==> config.mk <==
export PLATFORM = sky130hd
export DESIGN_NAME = seq_divider_flat
export DESIGN_NICKNAME = d
export VERILOG_FILES = /design/src/rtl/seq_div_pkg.sv /design/src/rtl/seq_divider_if.sv /design/src/rtl/counter_up.sv /design/src/rtl/seq_divider.sv /design/src/flat_wrapper.sv
export SDC_FILE = /design/constraint.sdc
export NUM_CORES = 1
export LEC_CHECK = 0
export BUFFER_PORTS_ARGS = -buffer_cell sky130_fd_sc_hd__clkbuf_2
export CAP_MARGIN = 20
export CORE_MARGIN = 5
export CORE_UTILIZATION = 66
export CTS_BUF_LIST = sky130_fd_sc_hd__clkbuf_8
export DETAILED_ROUTE_END_ITERATION = 8
export PLACE_DENSITY = 0.92
export SYNTH_ARGS = -nofsm -noshare
export SYNTH_HDL_FRONTEND = slang
export SYNTH_SLANG_ARGS = --single-unit
==> constraint.sdc <==
create_clock -name clk -period 6.9 [get_ports clk]
set_input_delay 0.69 -clock clk [delete_from_list [all_inputs] [get_ports clk]]
set_output_delay 0.69 -clock clk [all_outputs]
set_load 0.005 [all_outputs]
==> src/rtl/seq_div_pkg.sv <==
`default_nettype none
// +--------------------------------------------------------------------+
// | seq_div_pkg : shared types and constants for the signed divider    |
// | rev 1.0                                                            |
// +--------------------------------------------------------------------+
package seq_div_pkg;

    typedef enum logic [1:0] {
        IDLE = 2'd0,
        CALC = 2'd1,
        FIX  = 2'd2,
        DONE = 2'd3
    } state_t;

    // Sliced down to the operand width by the divider
    localparam logic [31:0] DIV0_QUOT = '1;

endpackage
`default_nettype wire

==> src/rtl/seq_divider_if.sv <==
`default_nettype none
// +--------------------------------------------------------------------+
// | seq_divider_if : start/busy/done handshake and operand/result bus  |
// | rev 1.0                                                            |
// +--------------------------------------------------------------------+
interface seq_divider_if #(
    parameter int dw = 8
);
    logic          start;
    logic [dw-1:0] dividend;
    logic [dw-1:0] divisor;
    logic          busy;
    logic          done;
    logic [dw-1:0] quotient;
    logic [dw-1:0] remainder;
    logic          div_by_zero;
    logic          overflow;

    modport master (
        output start, dividend, divisor,
        input  busy, done, quotient, remainder, div_by_zero, overflow
    );

    modport slave (
        input  start, dividend, divisor,
        output busy, done, quotient, remainder, div_by_zero, overflow
    );
endinterface
`default_nettype wire

==> src/rtl/counter_up.sv <==
`default_nettype none
// +--------------------------------------------------------------------+
// | counter_up : iteration counter, tc flags result == WIDTH and wraps |
// | rev 1.0                                                            |
// +--------------------------------------------------------------------+
module counter_up #(
    parameter int dw    = 3,
    parameter int WIDTH = 7
) (
    input  logic          clk,
    input  logic          reset,
    input  logic          clr,
    input  logic          ena,
    output logic [dw-1:0] result,
    output logic          tc
);
    localparam logic [dw-1:0] TC_VALUE = dw'(WIDTH);

    assign tc = (result == TC_VALUE);

    always_ff @(posedge clk) begin
        if (!reset) begin
            result <= '0;
        end else if (clr) begin
            result <= '0;
        end else if (ena) begin
            result <= tc ? '0 : result + dw'(1);
        end
    end
endmodule
`default_nettype wire

==> src/rtl/seq_divider.sv <==
`default_nettype none
// +--------------------------------------------------------------------+
// | seq_divider : signed restoring divider, one quotient bit per clock |
// | rev 1.0                                                            |
// +--------------------------------------------------------------------+
module seq_divider
    import seq_div_pkg::*;
#(
    parameter int dw = 8
) (
    input  logic         clk,
    input  logic         reset,
    seq_divider_if.slave bus
);
    localparam int            CW      = $clog2(dw);
    localparam logic [dw-1:0] MIN_NEG = {1'b1, {(dw-1){1'b0}}};

    function automatic logic [dw-1:0] magnitude(input logic [dw-1:0] x);
        return x[dw-1] ? -x : x;
    endfunction

    state_t        state;
    logic          sign_q;
    logic          sign_r;
    logic [dw-1:0] acc_q;
    logic [dw-1:0] part_rem;
    logic [dw-1:0] mag_dvs;
    logic [dw-1:0] dvd_lat;
    logic [dw-1:0] dvs_lat;
    logic          busy;
    logic          done;
    logic [dw-1:0] quotient;
    logic [dw-1:0] remainder;
    logic          div_by_zero;
    logic          overflow;

    logic [dw:0]   shifted_rem;
    logic [dw:0]   trial;
    logic          cnt_clr;
    logic          cnt_ena;
    logic          cnt_tc;
    logic [CW-1:0] iter_cnt;
    logic          unused_iter_cnt;

    // The kept remainder is always below |divisor|, so dw bits hold it;
    // the extra bit only exists in the shifted trial value.
    assign shifted_rem     = {part_rem, acc_q[dw-1]};
    assign trial           = shifted_rem - {1'b0, mag_dvs};
    assign cnt_clr         = (state == IDLE);
    assign cnt_ena         = (state == CALC);
    assign unused_iter_cnt = ^iter_cnt;

    counter_up #(
        .dw    (CW),
        .WIDTH (dw - 1)
    ) u_iter_cnt (
        .clk    (clk),
        .reset  (reset),
        .clr    (cnt_clr),
        .ena    (cnt_ena),
        .result (iter_cnt),
        .tc     (cnt_tc)
    );

    always_ff @(posedge clk) begin
        if (!reset) begin
            state       <= IDLE;
            sign_q      <= 1'b0;
            sign_r      <= 1'b0;
            acc_q       <= '0;
            part_rem    <= '0;
            mag_dvs     <= '0;
            dvd_lat     <= '0;
            dvs_lat     <= '0;
            busy        <= 1'b0;
            done        <= 1'b0;
            quotient    <= '0;
            remainder   <= '0;
            div_by_zero <= 1'b0;
            overflow    <= 1'b0;
        end else begin
            case (state)
                IDLE: begin
                    if (bus.start) begin
                        sign_q      <= bus.dividend[dw-1] ^ bus.divisor[dw-1];
                        sign_r      <= bus.dividend[dw-1];
                        acc_q       <= magnitude(bus.dividend);
                        mag_dvs     <= magnitude(bus.divisor);
                        dvd_lat     <= bus.dividend;
                        dvs_lat     <= bus.divisor;
                        part_rem    <= '0;
                        busy        <= 1'b1;
                        overflow    <= 1'b0;
                        div_by_zero <= (bus.divisor == '0);
                        state       <= (bus.divisor == '0) ? FIX : CALC;
                    end
                end
                CALC: begin
                    if (!trial[dw]) begin
                        part_rem <= trial[dw-1:0];
                        acc_q    <= {acc_q[dw-2:0], 1'b1};
                    end else begin
                        part_rem <= shifted_rem[dw-1:0];
                        acc_q    <= {acc_q[dw-2:0], 1'b0};
                    end
                    if (cnt_tc) begin
                        state <= FIX;
                    end
                end
                FIX: begin
                    if (div_by_zero) begin
                        quotient  <= DIV0_QUOT[dw-1:0];
                        remainder <= dvd_lat;
                    end else begin
                        quotient  <= sign_q ? -acc_q : acc_q;
                        remainder <= sign_r ? -part_rem : part_rem;
                    end
                    overflow <= (dvd_lat == MIN_NEG) && (dvs_lat == '1);
                    done     <= 1'b1;
                    busy     <= 1'b0;
                    state    <= DONE;
                end
                DONE: begin
                    done  <= 1'b0;
                    state <= IDLE;
                end
                default: state <= IDLE;
            endcase
        end
    end

    assign bus.busy        = busy;
    assign bus.done        = done;
    assign bus.quotient    = quotient;
    assign bus.remainder   = remainder;
    assign bus.div_by_zero = div_by_zero;
    assign bus.overflow    = overflow;
endmodule
`default_nettype wire

==> src/flat_wrapper.sv <==
// flat-port wrapper written by rule: the top's interface ports become plain ports
module seq_divider_flat import seq_div_pkg::*;
#(
    parameter int dw = 8
)
  (clk, reset, bus_start, bus_dividend, bus_divisor, bus_busy, bus_done, bus_quotient, bus_remainder, bus_div_by_zero, bus_overflow);
  seq_divider_if #(.dw(dw)) bus_i ();
  input  logic clk;
  input  logic reset;
  input wire logic [$bits(bus_i.start)-1:0] bus_start;
  input wire logic [$bits(bus_i.dividend)-1:0] bus_dividend;
  input wire logic [$bits(bus_i.divisor)-1:0] bus_divisor;
  output wire logic [$bits(bus_i.busy)-1:0] bus_busy;
  output wire logic [$bits(bus_i.done)-1:0] bus_done;
  output wire logic [$bits(bus_i.quotient)-1:0] bus_quotient;
  output wire logic [$bits(bus_i.remainder)-1:0] bus_remainder;
  output wire logic [$bits(bus_i.div_by_zero)-1:0] bus_div_by_zero;
  output wire logic [$bits(bus_i.overflow)-1:0] bus_overflow;
  assign bus_i.start = bus_start;
  assign bus_i.dividend = bus_dividend;
  assign bus_i.divisor = bus_divisor;
  assign bus_busy = bus_i.busy;
  assign bus_done = bus_i.done;
  assign bus_quotient = bus_i.quotient;
  assign bus_remainder = bus_i.remainder;
  assign bus_div_by_zero = bus_i.div_by_zero;
  assign bus_overflow = bus_i.overflow;
  seq_divider #(.dw(dw)) u_core (.clk(clk), .reset(reset), .bus(bus_i));
endmodule
==> flow_metrics.tcl, run 1 <==
set metrics [dict create \
    endpoint_kind "flip-flop" \
    insertedDiodeCount 0 \
    wl_met1_um 3735 \
    setup_viol 0 \
    worstPathCellList "inv_1 > ha_1 > inv_1 > o21ai_1 > nor2_1 > nand2_1 > o221ai_1" \
    wirelength_um 8750 \
    dp_slack_ns 4.202 \
    finalSetupTns_ns 0 \
    cp.arrival_ns 2.96 \
    via_per_inst 6.065 \
    grt_overflow 0 \
    antenna_found_initial 0 \
    wl_met3_um 601 \
    antenna_left 0 \
    hp-class "reg -> reg" \
    io_pins 39 \
    cts_resized 0 \
    dr.pass1.iters 5 \
    via_count 3348 \
    worst_slew_pin_slew_ns 0.9285 \
    first_global_vias 3107 \
    numCtsBuffers 9 \
    slowest_delay_ns 0.78 \
    synth.most_common_cell "dfxtp_1" \
    ys_ff_latch 65 \
    period_minus_slack_ns 2.776 \
    drt_iter0_drc 314 \
    fmax_ghz 0.3602 \
    cts_tree "done" \
    synth_area_leaders "dfxtp_1, nand2_1, ha_1" \
    rsz0062_at_grt "false" \
    synth_top_flop_cell "dfxtp_1" \
    num-fill-cells 385 \
    postCtsSetupBuffers 0 \
    status "completed" \
    top_layer "met4" \
    final_cells 552 \
    min_period_over_period 0.4023 \
    ys_warn_count 0 \
    cp_common_cell "inv_1" \
    finalMaxSlewViolations 0 \
    syn-cell-area_sq_um 3701 \
    die_h_um 84.89 \
    portBuffers 38 \
    ir_drop_mv 0.3102 \
    setup_ws_ns 4.124 \
    critPathRequiredTime_ns 7.09 \
    worst-path-buf-inv 2 \
    syn_nets 490 \
    cts_max_path_buffers 2 \
    core_region_area_sq_um 5473 \
    slew_headroom 0.3769 \
    clock_skew_ns 0.007926 \
    nets 514 \
    critical_path_class "reg -> reg" \
    max-cap-violations 0 \
    hpwl_um 6228 \
    synth_top_cell_area_share 0.3516 \
    drive_gt1_frac 0.1333 \
    synth_seq_area_share 0.3516 \
    postSynthAreaPerCell_sq_um 8.188 \
    crit_fanout 20 \
    start_util 0.6763 \
    place_congestion 0.9385 \
    grt_pass1_wl_um 14710 \
    ys_types 61 \
    hold_viol 0 \
    row_count 27 \
    synth_edf_count 0 \
    wire_per_inst_um 15.85 \
    synth_top_cell_by_area "dfxtp_1" \
    grtUsageTotal 0.2497 \
    dieArea_sq_um 7205 \
    cp_top_family "compound AO/OA/AOI/OAI gates" \
    async_flop_share 0 \
    synth_cells 452 \
    start_kind "flip-flop" \
    slowest_stage "o21ai_1" \
    cts_hold_buf 0 \
    clockRootBuffer "clkbuf_8" \
    syn_to_final_growth_pct 10.11 \
    grt_max_degree 39 \
    clkLatencyLatePin_ns 0.34 \
    dpl.cell_count 536 \
    power.leakage_uw 0.001645 \
    drc_errors 0 \
    wl_met2_um 4216 \
    htreeDepth 3 \
    p_per_area_nw_per_um2 386.5 \
    die_x_um 84.89 \
    clkSlewWorstSetupHoldPaths_ns 0.07 \
    cts.sinks 65 \
    synth_common_cells "dfxtp_1, nand2_1, nor2_1" \
]
[metrics by stage]
stage               utilization  total power [uW]  hold WS [ns]  instance area, sq um
finish                   0.7446              1575        0.4572                  4075
global route             0.7446              1683        0.4851                  4075
CTS                      0.7426              1565        0.4584                  4064
detailed placement       0.7067              1240        0.4495                  3867
global placement         0.7067              1210        0.4433                  3867
floorplan                     -              1103        0.4362                  3701
[sequential cells by signal, summed over array words and instances (netlist names)]
| signal | flops |
|---|---|
| u_core.bus.div_by_zero | 1 |
| u_core.bus.overflow | 1 |
| u_core.bus.quotient | 8 |
| u_core.bus.done | 1 |
| u_core.part_rem | 8 |
| u_core.acc_q | 8 |
| u_core.mag_dvs | 7 |
| u_core.dvs_lat | 8 |
| u_core.u_iter_cnt.result | 3 |
| u_core.state | 2 |
| u_core.dvd_lat | 8 |
| u_core.sign_q | 1 |
| u_core.bus.busy | 1 |
| u_core.bus.remainder | 8 |
[cell families after synthesis]
| group | Yosys count | share of synthesized area |
|---|---|---|
| xor+xnor | 26 | 0.06153 |
| simple gates | 142 | 0.1782 |
| flops | 65 | 0.3516 |
| compound gates | 125 | 0.2292 |
| buf+inv | 57 | 0.06423 |
| mux | 18 | 0.04902 |
| fa+ha+maj | 19 | 0.06626 |
[cells in the final DEF (no fill, tap or decap), types with 3 or more instances in the layout]
master    synthesis  routed
inv_1            29      31
nor4_1            6       6
nand3_1           5       5
clkbuf_2          0      38
ha_1             18      18
o22ai_1           3       3
a211oi_1         11      11
mux2i_1          17      17
and2_1            3       3
dfxtp_1          65      65
nand2b_1         10      10
nor2_1           34      34
a31oi_1           9       9
a21oi_1          32      32
clkbuf_8          1      11
nand2_1          62      62
or3_1             3       3
o211ai_1          6       6
o21ai_0          27      27
xor2_1           16      16
nor2b_1           5       5
xnor2_1          10      10
o31ai_1          10      10
[path summary, 6_finish.rpt]
path                     start                 end  cells past startpoint  slack, ns
min          u_core.dvs_lat[5]   u_core.dvs_lat[5]                      2       0.46
max reg2reg    u_core.state[1]  u_core.part_rem[5]                      7       4.12
min reg2reg  u_core.dvs_lat[5]   u_core.dvs_lat[5]                      2       0.46
max            u_core.state[1]  u_core.part_rem[5]                      7       4.12
[power breakdown]
group | internal (uW) | switching [uW]
registers | 462 | 83.4
clock network | 182 | 140
logic | 286 | 421
total | 930 | 645
[layout make-up]
| cell class | count | area (sq um) | area share |
|---|---|---|---|
| well taps | 72 | 90.09 | 0.02211 |
| clock inverters | 4 | 45.04 | 0.01105 |
| multi-input cells | 330 | 2162 | 0.5305 |
| clock buffers | 11 | 151.4 | 0.03715 |
| flip-flops and latches | 65 | 1301 | 0.3193 |
| repair buffers | 41 | 216.5 | 0.05312 |
| inverters | 29 | 108.9 | 0.02671 |
[per-layer routing]
metal,global-route usage,vias up
met1,0.3245,1563
met5,0,-
met4,0.09496,0
met2,0.4114,131
li1,-,1631
met3,0.04757,23
[worst min-delay path: cells and delay by family, from the launching register on]
kind	cells	cell delay (ns)
compound gates	1	0.05
flops	1	0.31
simple gates	1	0.05
Note: power is estimated with default switching activity, not from simulation.
==> run 2: changes to the inputs <==
- CORE_UTILIZATION: 66 -> 55
- PLACE_DENSITY: 0.92 -> 0.82
- clock period: 6.9 -> 2.5 ns (I/O delays scaled with it)
==> flow_metrics.tcl, run 2 (synthesis gave the netlist of run 1 again) <==
set metrics [dict create \
    slew_headroom 0.6269 \
    cts_tree "done" \
    crit_end "u_core.part_rem[0]" \
    first_global_vias 3182 \
    multi_input_area_sq_um 2165 \
    syn_to_final_growth_pct 12.17 \
    hp-class "in -> reg" \
    clkSlewWorstSetupHoldPaths_ns 0.07 \
    antenna_left 0 \
    clockRootBuffer "clkbuf_8" \
    hold_viol 0 \
    r2r_slack_ns 0.16 \
    worst_slew_pin_slew_ns 0.5576 \
    r2r_start "u_core.acc_q[7]" \
    fin_area_sq_um 4151 \
    dieArea_sq_um 8470 \
    ir_drop_mv 0.8673 \
    die_x_um 92.03 \
    htreeDepth 3 \
    critical_path_class "reg -> reg" \
    final_common_cell "dfxtp_1" \
    clkLatencyLatePin_ns 0.35 \
    rsz0062_at_grt "false" \
    grtUsageTotal 0.2139 \
    drt_iter0_drc 245 \
    grt_overflow 0 \
    endpoint_kind "flip-flop" \
    start_kind "flip-flop" \
    seq_area_sq_um 1301 \
    p_per_area_nw_per_um2 1088 \
    max-cap-violations 0 \
    via_count 3297 \
    row_count 29 \
    place_congestion 0.8982 \
    finalMaxSlewViolations 0 \
    insertedDiodeCount 0 \
    start_util 0.5730 \
    crit_fanout 13 \
    critPathLaunch "u_core.acc_q[7]" \
    drc_errors 0 \
    slowest_delay_ns 0.37 \
    crit_cells 10 \
    dr.pass1.iters 4 \
    io_pins 39 \
    layout_common_cells "dfxtp_1, nand2_1, clkbuf_2" \
    hpwl_um 6345 \
    cp.arrival_ns 2.63 \
    post_dp_cell_area_sq_um 3939 \
    cp_top_family "compound AO/OA/AOI/OAI gates" \
    min_period_over_period 0.9353 \
    wirelength_um 8578 \
    fmax_ghz 0.4277 \
    reg2reg_depth 10 \
    numCtsBuffers 9 \
    clock_skew_ns 0.007741 \
    via_per_inst 5.856 \
    critPathRequiredTime_ns 2.79 \
    power.leakage_uw 0.001688 \
    status "completed" \
    num-fill-cells 560 \
    setup_viol 0 \
    nets 520 \
    grt_pass1_wl_um 14630 \
    antenna_found_initial 0 \
    cts_max_path_buffers 2 \
    finalSetupTns_ns 0 \
    cts_hold_buf 0 \
    cp_common_cell "inv_1" \
    die_h_um 92.03 \
    grt_max_degree 34 \
    drive_gt1_frac 0.1461 \
    period_minus_slack_ns 2.338 \
    reg2reg_to "u_core.part_rem[0]" \
    wire_per_inst_um 15.24 \
    worstPathCellList "inv_1 > ha_1 > inv_1 > fa_2 > a211oi_4 > o211ai_2 > a221oi_4 > buf_12 > mux2i_1 > a22o_1" \
    slowest_stage "fa_2" \
    portBuffers 38 \
    cts.sinks 65 \
    finalPower_uw 4518 \
    worst-path-buf-inv 3 \
    core_region_area_sq_um 6459 \
]
[run 2: how the worst min path moves through the flow]
stage                                 start  slack (ns)                end  cells past startpoint
after floorplan              bus_divisor[1]        0.39  u_core.dvs_lat[1]                      2
after global placement    u_core.dvs_lat[3]        0.44  u_core.dvs_lat[3]                      2
after detailed placement  u_core.dvs_lat[2]        0.45  u_core.dvs_lat[2]                      2
after CTS                    bus_divisor[1]        0.17  u_core.dvs_lat[1]                      3
after global routing        bus_dividend[4]        0.18  u_core.dvd_lat[4]                      3
final                        bus_divisor[5]        0.17  u_core.dvs_lat[5]                      3
[run 2: cell type report]
| class | instances | area share |
|---|---|---|
| well taps | 77 | 0.02321 |
| repair buffers | 47 | 0.06510 |
| multi-input cells | 330 | 0.5214 |
| inverters | 29 | 0.02622 |
| flip-flops and latches | 65 | 0.3134 |
| clock buffers | 10 | 0.03315 |
| clock inverters | 5 | 0.01748 |
[run 2: worst reg2reg max path: cells and delay by family (launching register included)]
kind / cells / cell delay (ns)
muxes: 1 / 0.20
adders and majority gates: 2 / 0.53
DFF: 1 / 0.31
buffers and inverters: 3 / 0.32
AOI/OAI and AO/OA: 4 / 0.93
[run 2: timing repair]
item,4_1_cts,5_1_grt
gates resized for setup,0,1
buffers inserted,0,0
setup endpoints to repair,0,3
[run 2: stage by stage]
stage	hold WS [ns]	worst slack [ns]	utilization	cells
2_1_floorplan	0.3860	0.1959	-	452
3_3_place_gp	0.4417	0.1892	0.6098	548
3_5_place_dp	0.4539	0.1157	0.6098	548
4_1_cts	0.1655	0.1022	0.6424	563
5_1_grt	0.1793	0.01631	0.6428	563
6_report	0.1728	0.1618	0.6428	563
[run 2: power by group]
group | internal (uW) | switching, uW | total, uW
Combinational | 884 | 1180 | 2060
Sequential | 1280 | 223 | 1500
Clock | 574 | 387 | 961
[run 2: metal layers]
layer | up-vias | global-route usage | share of wire
met1 | 1548 | 0.2584 | 0.43
met4 | 0 | 0.1015 | 0.020
met3 | 18 | 0.06547 | 0.065
met2 | 86 | 0.3479 | 0.48
li1 | 1645 | - | -
met5 | - | 0 | 0
